### src/rtl/product_accumulator_pkg.sv
// Shared types and width helpers for the product accumulator and the
// wrapper that chains multiplier -> product_accumulator.
package product_accumulator_pkg;

  typedef enum logic {
    S_IDLE = 1'b0,
    S_ACC  = 1'b1
  } state_e;

  // Widest possible sum of acc_len products needs log2(acc_len) growth bits.
  function automatic int calc_acc_width(int a_w, int b_w, int acc_len);
    return a_w + b_w + $clog2(acc_len);
  endfunction

  function automatic int calc_cnt_width(int acc_len);
    return $clog2(acc_len + 1);
  endfunction

endpackage

### src/rtl/product_accumulator_if.sv
// Product input stream and result output stream of the accumulator.
// Both sides use valid/ready: a transfer happens on a rising clk edge where
// valid && ready; the sender holds data stable while valid && !ready.
interface product_accumulator_if #(
  parameter int A_WIDTH = 8,
  parameter int B_WIDTH = 8,
  parameter int ACC_LEN = 4
);
  import product_accumulator_pkg::*;

  localparam int P_WIDTH   = A_WIDTH + B_WIDTH;
  localparam int ACC_WIDTH = calc_acc_width(A_WIDTH, B_WIDTH, ACC_LEN);
  localparam int CNT_WIDTH = calc_cnt_width(ACC_LEN);

  logic                 prod_valid;
  logic                 prod_ready;
  logic [P_WIDTH-1:0]   prod;
  logic                 prod_last;
  logic                 out_valid;
  logic                 out_ready;
  logic [ACC_WIDTH-1:0] out_sum;
  logic [CNT_WIDTH-1:0] out_count;

  // master: product source and result sink (upstream/downstream side)
  modport master (
    output prod_valid, prod, prod_last, out_ready,
    input  prod_ready, out_valid, out_sum, out_count
  );

  // slave: the accumulator itself
  modport slave (
    input  prod_valid, prod, prod_last, out_ready,
    output prod_ready, out_valid, out_sum, out_count
  );

endinterface

### src/rtl/product_accumulator.sv
// Sums groups of up to ACC_LEN products (closed early by prod_last) and
// presents each group's sum and beat count on a valid/ready output.
module product_accumulator
  import product_accumulator_pkg::*;
#(
  parameter int A_WIDTH = 8,
  parameter int B_WIDTH = 8,
  parameter int ACC_LEN = 4,
  parameter int SIGNED  = 1
) (
  input  logic                     clk,
  input  logic                     rst,
  product_accumulator_if.slave     bus,
  output state_e                   o_state
);

  localparam int P_WIDTH   = A_WIDTH + B_WIDTH;
  localparam int ACC_WIDTH = calc_acc_width(A_WIDTH, B_WIDTH, ACC_LEN);
  localparam int CNT_WIDTH = calc_cnt_width(ACC_LEN);
  localparam logic [CNT_WIDTH-1:0] LAST_CNT = CNT_WIDTH'(ACC_LEN);

  state_e               r_state;
  logic [ACC_WIDTH-1:0] r_acc;
  logic [CNT_WIDTH-1:0] r_cnt;
  logic                 r_out_valid;
  logic [ACC_WIDTH-1:0] r_out_sum;
  logic [CNT_WIDTH-1:0] r_out_count;

  logic                 w_prod_ready;
  logic                 w_accept;
  logic                 w_close;
  logic [ACC_WIDTH-1:0] w_ext;
  logic [ACC_WIDTH-1:0] w_sum;
  logic [CNT_WIDTH-1:0] w_cnt_next;

  // A pending result blocks new beats unless it is leaving on this edge.
  assign w_prod_ready = !r_out_valid || bus.out_ready;
  assign w_accept     = bus.prod_valid && w_prod_ready;

  always_comb begin
    w_ext = {ACC_WIDTH{(SIGNED != 0) && bus.prod[P_WIDTH-1]}};
    w_ext[P_WIDTH-1:0] = bus.prod;
  end

  assign w_sum      = (r_cnt == '0) ? w_ext : r_acc + w_ext;
  assign w_cnt_next = r_cnt + 1'b1;
  assign w_close    = bus.prod_last || (w_cnt_next == LAST_CNT);

  always_ff @(posedge clk or posedge rst) begin
    if (rst) begin
      r_state     <= S_IDLE;
      r_acc       <= '0;
      r_cnt       <= '0;
      r_out_valid <= 1'b0;
      r_out_sum   <= '0;
      r_out_count <= '0;
    end else begin
      if (r_out_valid && bus.out_ready) begin
        r_out_valid <= 1'b0;
      end
      // A closing beat on the handshake edge overrides the drop above.
      if (w_accept) begin
        if (w_close) begin
          r_out_sum   <= w_sum;
          r_out_count <= w_cnt_next;
          r_out_valid <= 1'b1;
          r_acc       <= '0;
          r_cnt       <= '0;
          r_state     <= S_IDLE;
        end else begin
          r_acc       <= w_sum;
          r_cnt       <= w_cnt_next;
          r_state     <= S_ACC;
        end
      end
    end
  end

  assign bus.prod_ready = w_prod_ready;
  assign bus.out_valid  = r_out_valid;
  assign bus.out_sum    = r_out_sum;
  assign bus.out_count  = r_out_count;
  assign o_state        = r_state;

endmodule

### src/flat_wrapper.sv
// flat-port wrapper written by rule: the top's interface ports become plain ports
module product_accumulator_flat import product_accumulator_pkg::*;
#(
  parameter int A_WIDTH = 8,
  parameter int B_WIDTH = 8,
  parameter int ACC_LEN = 4,
  parameter int SIGNED  = 1
)
  (clk, rst, o_state, bus_prod_valid, bus_prod, bus_prod_last, bus_out_ready, bus_prod_ready, bus_out_valid, bus_out_sum, bus_out_count);
  product_accumulator_if #(.A_WIDTH(A_WIDTH), .B_WIDTH(B_WIDTH), .ACC_LEN(ACC_LEN)) bus_i ();
  input  logic clk;
  input  logic rst;
  output state_e o_state;
  input wire logic [$bits(bus_i.prod_valid)-1:0] bus_prod_valid;
  input wire logic [$bits(bus_i.prod)-1:0] bus_prod;
  input wire logic [$bits(bus_i.prod_last)-1:0] bus_prod_last;
  input wire logic [$bits(bus_i.out_ready)-1:0] bus_out_ready;
  output wire logic [$bits(bus_i.prod_ready)-1:0] bus_prod_ready;
  output wire logic [$bits(bus_i.out_valid)-1:0] bus_out_valid;
  output wire logic [$bits(bus_i.out_sum)-1:0] bus_out_sum;
  output wire logic [$bits(bus_i.out_count)-1:0] bus_out_count;
  assign bus_i.prod_valid = bus_prod_valid;
  assign bus_i.prod = bus_prod;
  assign bus_i.prod_last = bus_prod_last;
  assign bus_i.out_ready = bus_out_ready;
  assign bus_prod_ready = bus_i.prod_ready;
  assign bus_out_valid = bus_i.out_valid;
  assign bus_out_sum = bus_i.out_sum;
  assign bus_out_count = bus_i.out_count;
  product_accumulator #(.A_WIDTH(A_WIDTH), .B_WIDTH(B_WIDTH), .ACC_LEN(ACC_LEN), .SIGNED(SIGNED)) u_core (.clk(clk), .rst(rst), .bus(bus_i), .o_state(o_state));
endmodule
### config.mk
export PLATFORM = sky130hd
export DESIGN_NAME = product_accumulator_flat
export DESIGN_NICKNAME = d
export VERILOG_FILES = /design/src/rtl/product_accumulator_pkg.sv /design/src/rtl/product_accumulator_if.sv /design/src/rtl/product_accumulator.sv /design/src/flat_wrapper.sv
export SDC_FILE = /design/constraint.sdc
export NUM_CORES = 1
export LEC_CHECK = 0
export ABC_CLOCK_PERIOD_IN_PS = 2200
export BUFFER_PORTS_ARGS = -buffer_cell sky130_fd_sc_hd__buf_2
export CAP_MARGIN = 40
export CORE_UTILIZATION = 51
export CTS_CLUSTER_DIAMETER = 80
export DETAILED_ROUTE_END_ITERATION = 6
export PLACE_DENSITY_LB_ADDON = 0.15
export SLEW_MARGIN = 0
export SYNTH_ARGS = -nofsm -noshare
export SYNTH_HDL_FRONTEND = slang
export SYNTH_SLANG_ARGS = --single-unit
### constraint.sdc
create_clock -name clk -period 2.2 [get_ports clk]
set_input_delay 0.33 -clock clk [delete_from_list [all_inputs] [get_ports clk]]
set_output_delay 0.33 -clock clk [all_outputs]
set_load 0.02 [all_outputs]
==> results of run 1 <==
==> state kept, by name, indices dropped and copies added (netlist names) <==
register,flops
u_core.r_cnt,3
u_core.bus.out_sum,18
u_core.r_acc,18
u_core.o_state,1
u_core.bus.out_valid,1
u_core.bus.out_count,3
==> kinds of logic after synthesis <==
kind of cell,count (synthesis),share of synthesized area (%)
XOR/XNOR,11,3.53
buffers and inverters,19,2.70
AO/OA/AOI/OAI,101,23.6
multiplexers,10,3.90
adder cells (fa/ha/maj),21,9.90
AND/OR/NAND/NOR,98,16.0
flip-flops,44,40.3
==> worst max-delay path, stage by stage (launching register included) <==
cell and delay [ns]:
dfrtp_1 0.39, ha_2 0.20, fa_2 0.34, a211oi_2 0.27, o21bai_2 0.12, a211oi_2 0.20
buf_4 0.17, o21bai_1 0.07, xor2_1 0.14, mux2i_1 0.21, o21ai_1 0.10
==> worst max-delay path by stage <==
stage	depth (start not counted)	endpoint
after floorplan	9	u_core.r_acc[8]
after global placement	10	u_core.r_acc[7]
after detailed placement	10	u_core.r_acc[7]
after CTS	10	u_core.bus.out_sum[12]
after global routing	10	u_core.r_acc[14]
final	10	u_core.bus.out_sum[12]
==> layer usage <==
layer | wire length (um) | GRT usage (%) | vias to the layer above
li1 | - | - | 1227
met4 | 48 | 5.76 | 0
met3 | 235 | 3.75 | 5
met5 | 0 | 0 | -
met1 | 2860 | 30.6 | 1174
met2 | 3280 | 43.7 | 48
==> cell type report <==
class / count / area share, %
multi-input cells: 241 / 48.2
repair buffers: 77 / 14.0
flip-flops and latches: 44 / 31.9
clock buffers: 8 / 2.61
well taps: 70 / 2.54
inverters: 7 / 0.761
==> power by group through the flow <==
stage	registers [mW]	clock network, mW	logic (mW)
5_1_grt	1.23	0.560	2.11
2_1_floorplan	1.38	0	1.01
6_report	1.19	0.517	1.89
3_3_place_gp	1.20	0	1.71
4_1_cts	1.20	0.531	1.80
3_5_place_dp	1.21	0	1.74
==> cell usage after synthesis (2+ instances only) <==
master / n
ha_1: 20
o21ai_0: 42
nand2_1: 58
a21boi_0: 2
nor3b_1: 2
inv_1: 7
dfrtp_1: 44
a2111oi_0: 3
nor3_1: 3
clkbuf_1: 10
nand4_1: 2
o31ai_1: 6
buf_2: 2
and2_1: 4
a22o_1: 2
a21o_1: 10
xor2_1: 7
a211oi_1: 4
o21ai_1: 2
nor2_1: 13
nand2b_1: 3
a31oi_1: 2
xnor2_1: 4
nand3_1: 3
o21bai_1: 5
a21oi_1: 14
o221a_2: 2
nor2b_1: 2
nand3b_1: 4
a211oi_2: 2
mux2i_1: 8
==> repair_timing <==
action | CTS | global route
setup endpoints to repair | 18 | 22
pin swaps | 4 | 12
resized for setup | 14 | 21
cloned | 0 | 0
buffers inserted | 2 | 2
==> per-stage QoR <==
stage	hold slack [ns]	TNS (ns)
floorplan	0.453	0
finish	0.0589	-0.861
CTS	0.0617	-1.09
global route	0.0917	-3.58
global placement	0.368	-2.10
detailed placement	0.391	-2.68
==> results.json, run 1 <==
{
  "synth_flop_cell": "dfrtp_1",
  "root_buffer": "clkbuf_8",
  "clkTransAtPathRegs_ns": 0.08,
  "multiInputGateArea_mm2": 0.00166,
  "synth.largest_area_cell": "dfrtp_1",
  "final-seq-area_mm2": 0.00110,
  "layout_commonest_cell": "nand2_1",
  "finalSetupViolCount": 10,
  "die_width_um": 75.2,
  "grt.overflow.total": 0,
  "synth_fp_nets": 346,
  "violations": "setup timing",
  "drc": 0,
  "r2r_start": "u_core.r_acc[0]",
  "dp_hpwl_mm": 4.83,
  "core-area_mm2": 0.00514,
  "tightest_slew_ns": 0.508,
  "ant_nets": 0,
  "first_global_vias": 2292,
  "max_cap_violations": 0,
  "cts.path.max_buffers": 2,
  "worst_ep_arrival_time_ns": 2.50,
  "internal_power_mw": 2.13,
  "nets": 418,
  "cts_tree": "done",
  "synthCells": 304,
  "r2r_end": "u_core.bus.out_sum[12]",
  "antenna_found_initial": 0,
  "power_leakage_nw": 1.73,
  "fin_crit_ns": 2.32,
  "clk_latency_ns": 0.29,
  "p_total_mw": 3.61,
  "p_switching_mw": 1.47,
  "dieArea_mm2": 0.00565,
  "ys_async_sr_fraction_pct": 100,
  "synth_area_mm2": 0.00273,
  "ys_ff_latch": 44,
  "fmax_mhz": 431,
  "pre_cts_slack_ns": -0.249,
  "start_util_pct": 53.1,
  "antenna_cells": 0,
  "max-vdd-ir-drop_mv": 0.529,
  "wl_mm": 6.43,
  "worst_setup_path_start_kind": "flop",
  "synthToLayoutAreaGrowth_pct": 26.5,
  "place_area_mm2": 0.00323,
  "slew_headroom_pct": 66.1,
  "fillCellCount": 454,
  "rsz0062_at_grt": "true",
  "setup_ws_ns": -0.121,
  "hp-class": "primary input to asynchronous set/reset pin",
  "dr.pass1.iters": 4,
  "vias": 2454,
  "yosysTopAreaCellShare_pct": 40.3,
  "p_seq_share_pct": 33.1,
  "io_pins": 45,
  "first_iter_violations": 106,
  "track_usage_pct": 24.3,
  "critical_path_required_ns": 2.38,
  "numCtsBuffers": 5,
  "finalCritPeriodShare_pct": 106,
  "synth_cell_types": 43,
  "ys_seq_area_share_pct": 40.3,
  "worstSetupStartpoint": "u_core.r_acc[0]",
  "wl_per_cell_um": 14.4,
  "globalplace.congestion": 0.861,
  "final_layout_size_suffix_gt1_share_pct": 29.7,
  "yosysWarnings": 0,
  "utilization_pct": 67.2,
  "cp-end-kind": "flop",
  "rows": 26,
  "fin_cells": 447,
  "placed_cells": 435,
  "rr_worst_depth": 10,
  "htreeDepth": 2,
  "reg2reg_slack_ns": -0.12,
  "synth_edf_count": 0,
  "powerDensity_mw_per_mm2": 1040,
  "final_cell_area_mm2": 0.00345,
  "criticalPathCategory": "flop to flop",
  "crit_path_max_fanout": 4,
  "mostFrequentLayoutCells": "nand2_1, buf_2, dfrtp_1",
  "timing_hold_violations_final": 0,
  "pwr-share-clk_pct": 14.3,
  "swShare_pct": 40.8,
  "die_y_um": 75.2,
  "synth.area.top_cells": "dfrtp_1, ha_1, nand2_1",
  "numClockSinks": 44,
  "viasPerCell": 5.49,
  "hold_buffers": 0,
  "grt_pass1_wl_mm": 10.3,
  "clock_skew_ns": 0.00335,
  "io_buffers": 44,
  "status": "complete, but fails checks",
  "p_comb_share_pct": 52.5,
  "drv_slew": 0,
  "avgSynthCellArea_um2": 8.98,
  "grt_max_degree": 25
}
Note: power is estimated with default switching activity, not from simulation.
==> inputs of run 2 (changes only) <==
--- a/config.mk
+++ b/config.mk
@@ -11,7 +11,7 @@
 export CORE_UTILIZATION = 51
 export CTS_CLUSTER_DIAMETER = 80
 export DETAILED_ROUTE_END_ITERATION = 6
-export PLACE_DENSITY_LB_ADDON = 0.15
+export PLACE_DENSITY = 0.76
 export SLEW_MARGIN = 0
 export SYNTH_ARGS = -nofsm -noshare
 export SYNTH_HDL_FRONTEND = slang
==> run 2 against run 1 <==
  * The flow still finishes with violations (setup timing)
  * Non-clock buffer count is 3 higher
  * Hold slack worse by 0.020 ns
  * Combinational power is 9% higher
  * Via count is 3.8% higher
  * Final cell count is 0.45% higher
  * Critical endpoint is now u_core.r_acc[12]
  * Largest power group unchanged
==> results.json, run 2 (synthesis results as in run 1) <==
{
  "clkTransAtPathRegs_ns": 0.09,
  "max_cap_violations": 0,
  "placed_cells": 435,
  "utilization_pct": 68.7,
  "track_usage_pct": 26.1,
  "rsz0062_at_grt": "true",
  "final_cell_area_mm2": 0.00353,
  "die_y_um": 75.2,
  "dp_hpwl_mm": 4.82,
  "p_seq_share_pct": 32.2,
  "drc": 0,
  "place_area_mm2": 0.00325,
  "criticalPathCategory": "flop to flop",
  "io_buffers": 44,
  "rows": 26,
  "htreeDepth": 2,
  "top_usage_layer": "met2",
  "first_iter_violations": 127,
  "worst_ep_arrival_time_ns": 2.47,
  "r2r_start": "u_core.r_acc[0]",
  "wl_per_cell_um": 15.9,
  "violations": "setup timing",
  "worstSetupStartpoint": "u_core.r_acc[0]",
  "layout_commonest_cell": "nand2_1",
  "fmax_mhz": 436,
  "setup_ws_ns": -0.0928,
  "wl_mm": 7.12,
  "gr-usage-met2_pct": 45.9,
  "dr.pass1.iters": 4,
  "viasPerCell": 5.67,
  "finalSetupViolCount": 9,
  "numClockSinks": 44,
  "final_layout_size_suffix_gt1_share_pct": 32.7,
  "io_pins": 45,
  "cts.path.max_buffers": 2,
  "p_total_mw": 3.76,
  "p_switching_mw": 1.58,
  "core-area_mm2": 0.00514,
  "nets": 421,
  "antenna_found_initial": 0,
  "dieArea_mm2": 0.00565,
  "drv_slew": 0,
  "numCtsBuffers": 5,
  "hp-class": "primary input to asynchronous set/reset pin",
  "internal_power_mw": 2.19,
  "hold_slack_ns": 0.0390,
  "clk_latency_ns": 0.30,
  "grt.overflow.total": 0,
  "first_global_vias": 2382,
  "grt_max_degree": 45,
  "powerDensity_mw_per_mm2": 1060,
  "grt_pass1_wl_mm": 11.0,
  "root_buffer": "clkbuf_8",
  "synthToLayoutAreaGrowth_pct": 29.4,
  "cts_tree": "done",
  "p_comb_share_pct": 54.7,
  "mostFrequentLayoutCells": "nand2_1, buf_2, dfrtp_1",
  "clock_skew_ns": 0.0110,
  "fin_cells": 449,
  "vias": 2548,
  "grt.met3_usage_pct": 5.35,
  "crit_path_max_fanout": 4,
  "hold_buffers": 0,
  "swShare_pct": 41.9,
  "timing_hold_violations_final": 0,
  "start_util_pct": 53.1,
  "fin_crit_ns": 2.29,
  "tightest_slew_ns": 0.476,
  "grt_util_met1_pct": 31.0,
  "finalCritPeriodShare_pct": 104,
  "critical_path_required_ns": 2.38,
  "die_width_um": 75.2,
  "ant_nets": 0,
  "max-vdd-ir-drop_mv": 0.527,
  "power_leakage_nw": 1.76,
  "status": "complete, but fails checks",
  "worst_setup_path_start_kind": "flop",
  "pwr-share-clk_pct": 13.0,
  "antenna_cells": 0,
  "cp-end-kind": "flop",
  "slew_headroom_pct": 68.2,
  "globalplace.congestion": 0.884
}
-- run 2: cell type report --
type                    count  area [um2]
clock buffers               6        72.6
repair buffers             80         515
well taps                  70        87.6
flip-flops and latches     44        1100
fillers                   440        1610
inverters                   7        26.3
clock inverters             1        5.00
multi-input cells         241        1720
-- run 2: power groups by stage --
stage	Combinational (mW)	Sequential, mW	Clock, mW
4_1_cts	1.88	1.20	0.499
6_report	2.06	1.21	0.490
2_1_floorplan	1.01	1.38	0
5_1_grt	2.26	1.24	0.527
3_5_place_dp	1.78	1.21	0
3_3_place_gp	1.73	1.21	0
-- run 2: critical path, stage by stage (launching register included) --
cell and delay [ns]:
dfrtp_1 0.39, ha_2 0.19, fa_2 0.34, a211oi_2 0.24, o21bai_2 0.13, a211oi_2 0.20, buf_4 0.16, o21bai_1 0.08
xor2_1 0.14, mux2i_1 0.21, o21ai_1 0.09
-- run 2: what timing repair did --
item	CTS	global route
buffers inserted	4	4
pin swaps	8	18
setup endpoints to repair	20	26
gates resized for setup	21	29
-- run 2: layer usage --
metal,up-vias,part of all wire [%]
li1,1234,-
met2,60,51
met4,0,3.1
met5,-,0
met3,22,4.3
met1,1232,41
-- run 2: final timing paths --
check	depth (start not counted)	slack, ns	endpoint
worst max-delay path	10	-0.09	u_core.r_acc[12]
worst min register to register	2	0.48	u_core.bus.out_count[1]
max in group asynchronous	3	1.93	u_core.r_acc[1]
worst max register to register	10	-0.09	u_core.r_acc[12]
worst min-delay path	3	0.04	u_core.bus.out_sum[17]
min in group clk	3	0.35	u_core.bus.out_valid
-- run 2: stage by stage --
stage | TNS [ns] | setup WS (ns)
after detailed placement | -2.78 | -0.208
after global routing | -2.17 | -0.187
after global placement | -1.69 | -0.157
after floorplan | 0 | 0.00483
final | -0.416 | -0.0928
after CTS | -0.845 | -0.130
==> inputs of run 3 (changes only) <==
--- a/config.mk
+++ b/config.mk
@@ -12,6 +12,8 @@
 export CTS_CLUSTER_DIAMETER = 80
 export DETAILED_ROUTE_END_ITERATION = 6
 export PLACE_DENSITY = 0.76
+export RECOVER_POWER = 25
+export REMOVE_ABC_BUFFERS = 1
 export SLEW_MARGIN = 0
 export SYNTH_ARGS = -nofsm -noshare
 export SYNTH_HDL_FRONTEND = slang
==> run 3 against run 2 <==
  * The run still ends with setup timing left
  * Sequential share of layout area shrank 0.15 points
  * Routed wire length shrank 6.0%
  * First-iteration DRC count grew 2.4%
  * Total power is essentially flat
  * Non-clock buffer count grew 3
  * Clock skew shrank 0.0010 ns
  * Critical endpoint is now u_core.bus.out_sum[12]
  * Largest power group unchanged
==> results.json, run 3 (synthesis results as in run 1) <==
{
  "final_layout_size_suffix_gt1_share_pct": 32.2,
  "htreeDepth": 2,
  "r2r_start": "u_core.r_acc[0]",
  "drc": 0,
  "first_global_vias": 2416,
  "nets": 424,
  "dr.pass1.iters": 4,
  "min_from": "bus_out_ready",
  "p_comb_share_pct": 53.3,
  "globalplace.congestion": 0.898,
  "cts.path.max_buffers": 2,
  "antenna_found_initial": 0,
  "grt.overflow.total": 0,
  "rsz0062_at_grt": "true",
  "power_leakage_nw": 1.78,
  "first_iter_violations": 130,
  "powerDensity_mw_per_mm2": 1060,
  "cts_tree": "done",
  "tns_ns": -1.91,
  "wl_per_cell_um": 14.8,
  "numCtsBuffers": 5,
  "grt_pass1_wl_mm": 10.8,
  "tightest_slew_ns": 0.871,
  "die_width_um": 75.2,
  "wl_mm": 6.70,
  "crit_path_max_fanout": 3,
  "swShare_pct": 41.1,
  "clkTransAtPathRegs_ns": 0.09,
  "numClockSinks": 44,
  "fin_crit_ns": 2.42,
  "criticalPathCategory": "flop to flop",
  "start_util_pct": 53.1,
  "rr_worst_depth": 10,
  "p_seq_share_pct": 31.8,
  "dieArea_mm2": 0.00565,
  "fmax_mhz": 414,
  "antenna_cells": 0,
  "die_y_um": 75.2,
  "viasPerCell": 5.56,
  "rows": 26,
  "hp-class": "primary input to flop",
  "pwr-share-clk_pct": 14.8,
  "reg2reg_slack_ns": -0.22,
  "track_usage_pct": 24.9,
  "max-vdd-ir-drop_mv": 0.569,
  "hold_depth": 3,
  "root_buffer": "clkbuf_8",
  "layout_commonest_cell": "nand2_1",
  "dp_hpwl_mm": 4.71,
  "ant_nets": 0,
  "setup_ws_ns": -0.217,
  "core-area_mm2": 0.00514,
  "finalCritPeriodShare_pct": 110,
  "p_switching_mw": 1.55,
  "worst_setup_path_start_kind": "flop",
  "cp-end-kind": "flop",
  "drv_slew": 0,
  "worstSetupStartpoint": "u_core.r_acc[0]",
  "mostFrequentLayoutCells": "nand2_1, buf_2, dfrtp_1",
  "r2r_end": "u_core.bus.out_sum[12]",
  "max_cap_violations": 0,
  "status": "complete, but fails checks",
  "violations": "setup timing",
  "slew_headroom_pct": 41.9,
  "synthToLayoutAreaGrowth_pct": 30.0,
  "io_pins": 45,
  "min_to": "u_core.bus.out_valid",
  "clock_skew_ns": 0.00995,
  "clk_latency_ns": 0.30,
  "internal_power_mw": 2.22,
  "worst_ep_arrival_time_ns": 2.60,
  "grt_max_degree": 21,
  "finalSetupViolCount": 15,
  "critical_path_required_ns": 2.39,
  "timing_hold_violations_final": 0,
  "vias": 2515,
  "hold_slack_ns": 0.327,
  "io_buffers": 44
}
-- run 3: cell count changes in the layout (fill, tap and decap cells not counted), moves of 2 or more --
cell / delta
ha_1: +2
a211oi_2: -2
buf_12: -2
o21ai_2: -3
nor2_2: +2
nor2_1: -2
buf_4: +2
o21ai_0: +3
clkbuf_8: +2
-- run 3: worst max-delay path, stage by stage, from the launching register on --
cell and delay [ns]:
dfrtp_1 0.42, ha_4 0.18, fa_2 0.36, a211oi_4 0.26
o21bai_2 0.12, a211oi_2 0.31, buf_4 0.17, o21bai_1 0.07
xor2_1 0.15, mux2i_1 0.19, o21ai_1 0.09
-- run 3: repair_timing --
action                                  in CTS  in global routing
resized for setup                           25                 30
buffers inserted                             6                  4
hold buffers                                 1                  0
pin swaps                                   12                 17
gates cloned                                 0                  0
endpoints found under the hold margin       14                  0
endpoints found under the setup margin      16                 24
-- run 3: power by group through the flow --
stage          Clock (mW)  Sequential (mW)  Combinational [mW]
6_report            0.558             1.20                2.01
5_1_grt             0.592             1.24                2.22
4_1_cts             0.560             1.20                1.82
3_5_place_dp            0             1.21                1.72
3_3_place_gp            0             1.20                1.69
2_1_floorplan           0             1.38               0.977
-- run 3: cell type report --
type | instances | area [um2]
multi-input combinational | 241 | 1720
sequential | 44 | 1100
tap | 70 | 87.6
timing repair buffer | 83 | 515
inverter | 7 | 26.3
fill | 417 | 1590
clock buffer | 7 | 96.3
-- run 3: through the flow --
stage	power (mW)	util, %	setup slack, ns	instances	cell area [um2]
4_1_cts	3.58	66.2	-0.154	448	3400
6_report	3.76	69.1	-0.217	452	3550
3_3_place_gp	2.89	62.6	-0.384	436	3220
3_5_place_dp	2.93	62.6	-0.448	436	3220
5_1_grt	4.05	69.1	-0.334	452	3550
2_1_floorplan	2.36	-	-0.231	292	2680
-- run 3: how the worst max path moves through the flow --
stage,endpoint,slack [ns],depth (start not counted)
finish,u_core.bus.out_sum[12],-0.22,10
global route,u_core.bus.out_sum[12],-0.33,10
CTS,u_core.r_acc[16],-0.15,9
detailed placement,u_core.bus.out_sum[16],-0.45,10
global placement,u_core.r_acc[16],-0.38,10
floorplan,u_core.bus.out_sum[8],-0.23,9
-- run 3: metal layers --
metal | GRT usage [%] | vias up | part of all wire (%)
met1 | 33.1 | 1209 | 46
li1 | - | 1240 | -
met5 | 0 | - | 0
met3 | 4.42 | 12 | 3.2
met2 | 42.0 | 54 | 50
met4 | 6.79 | 0 | 1.5
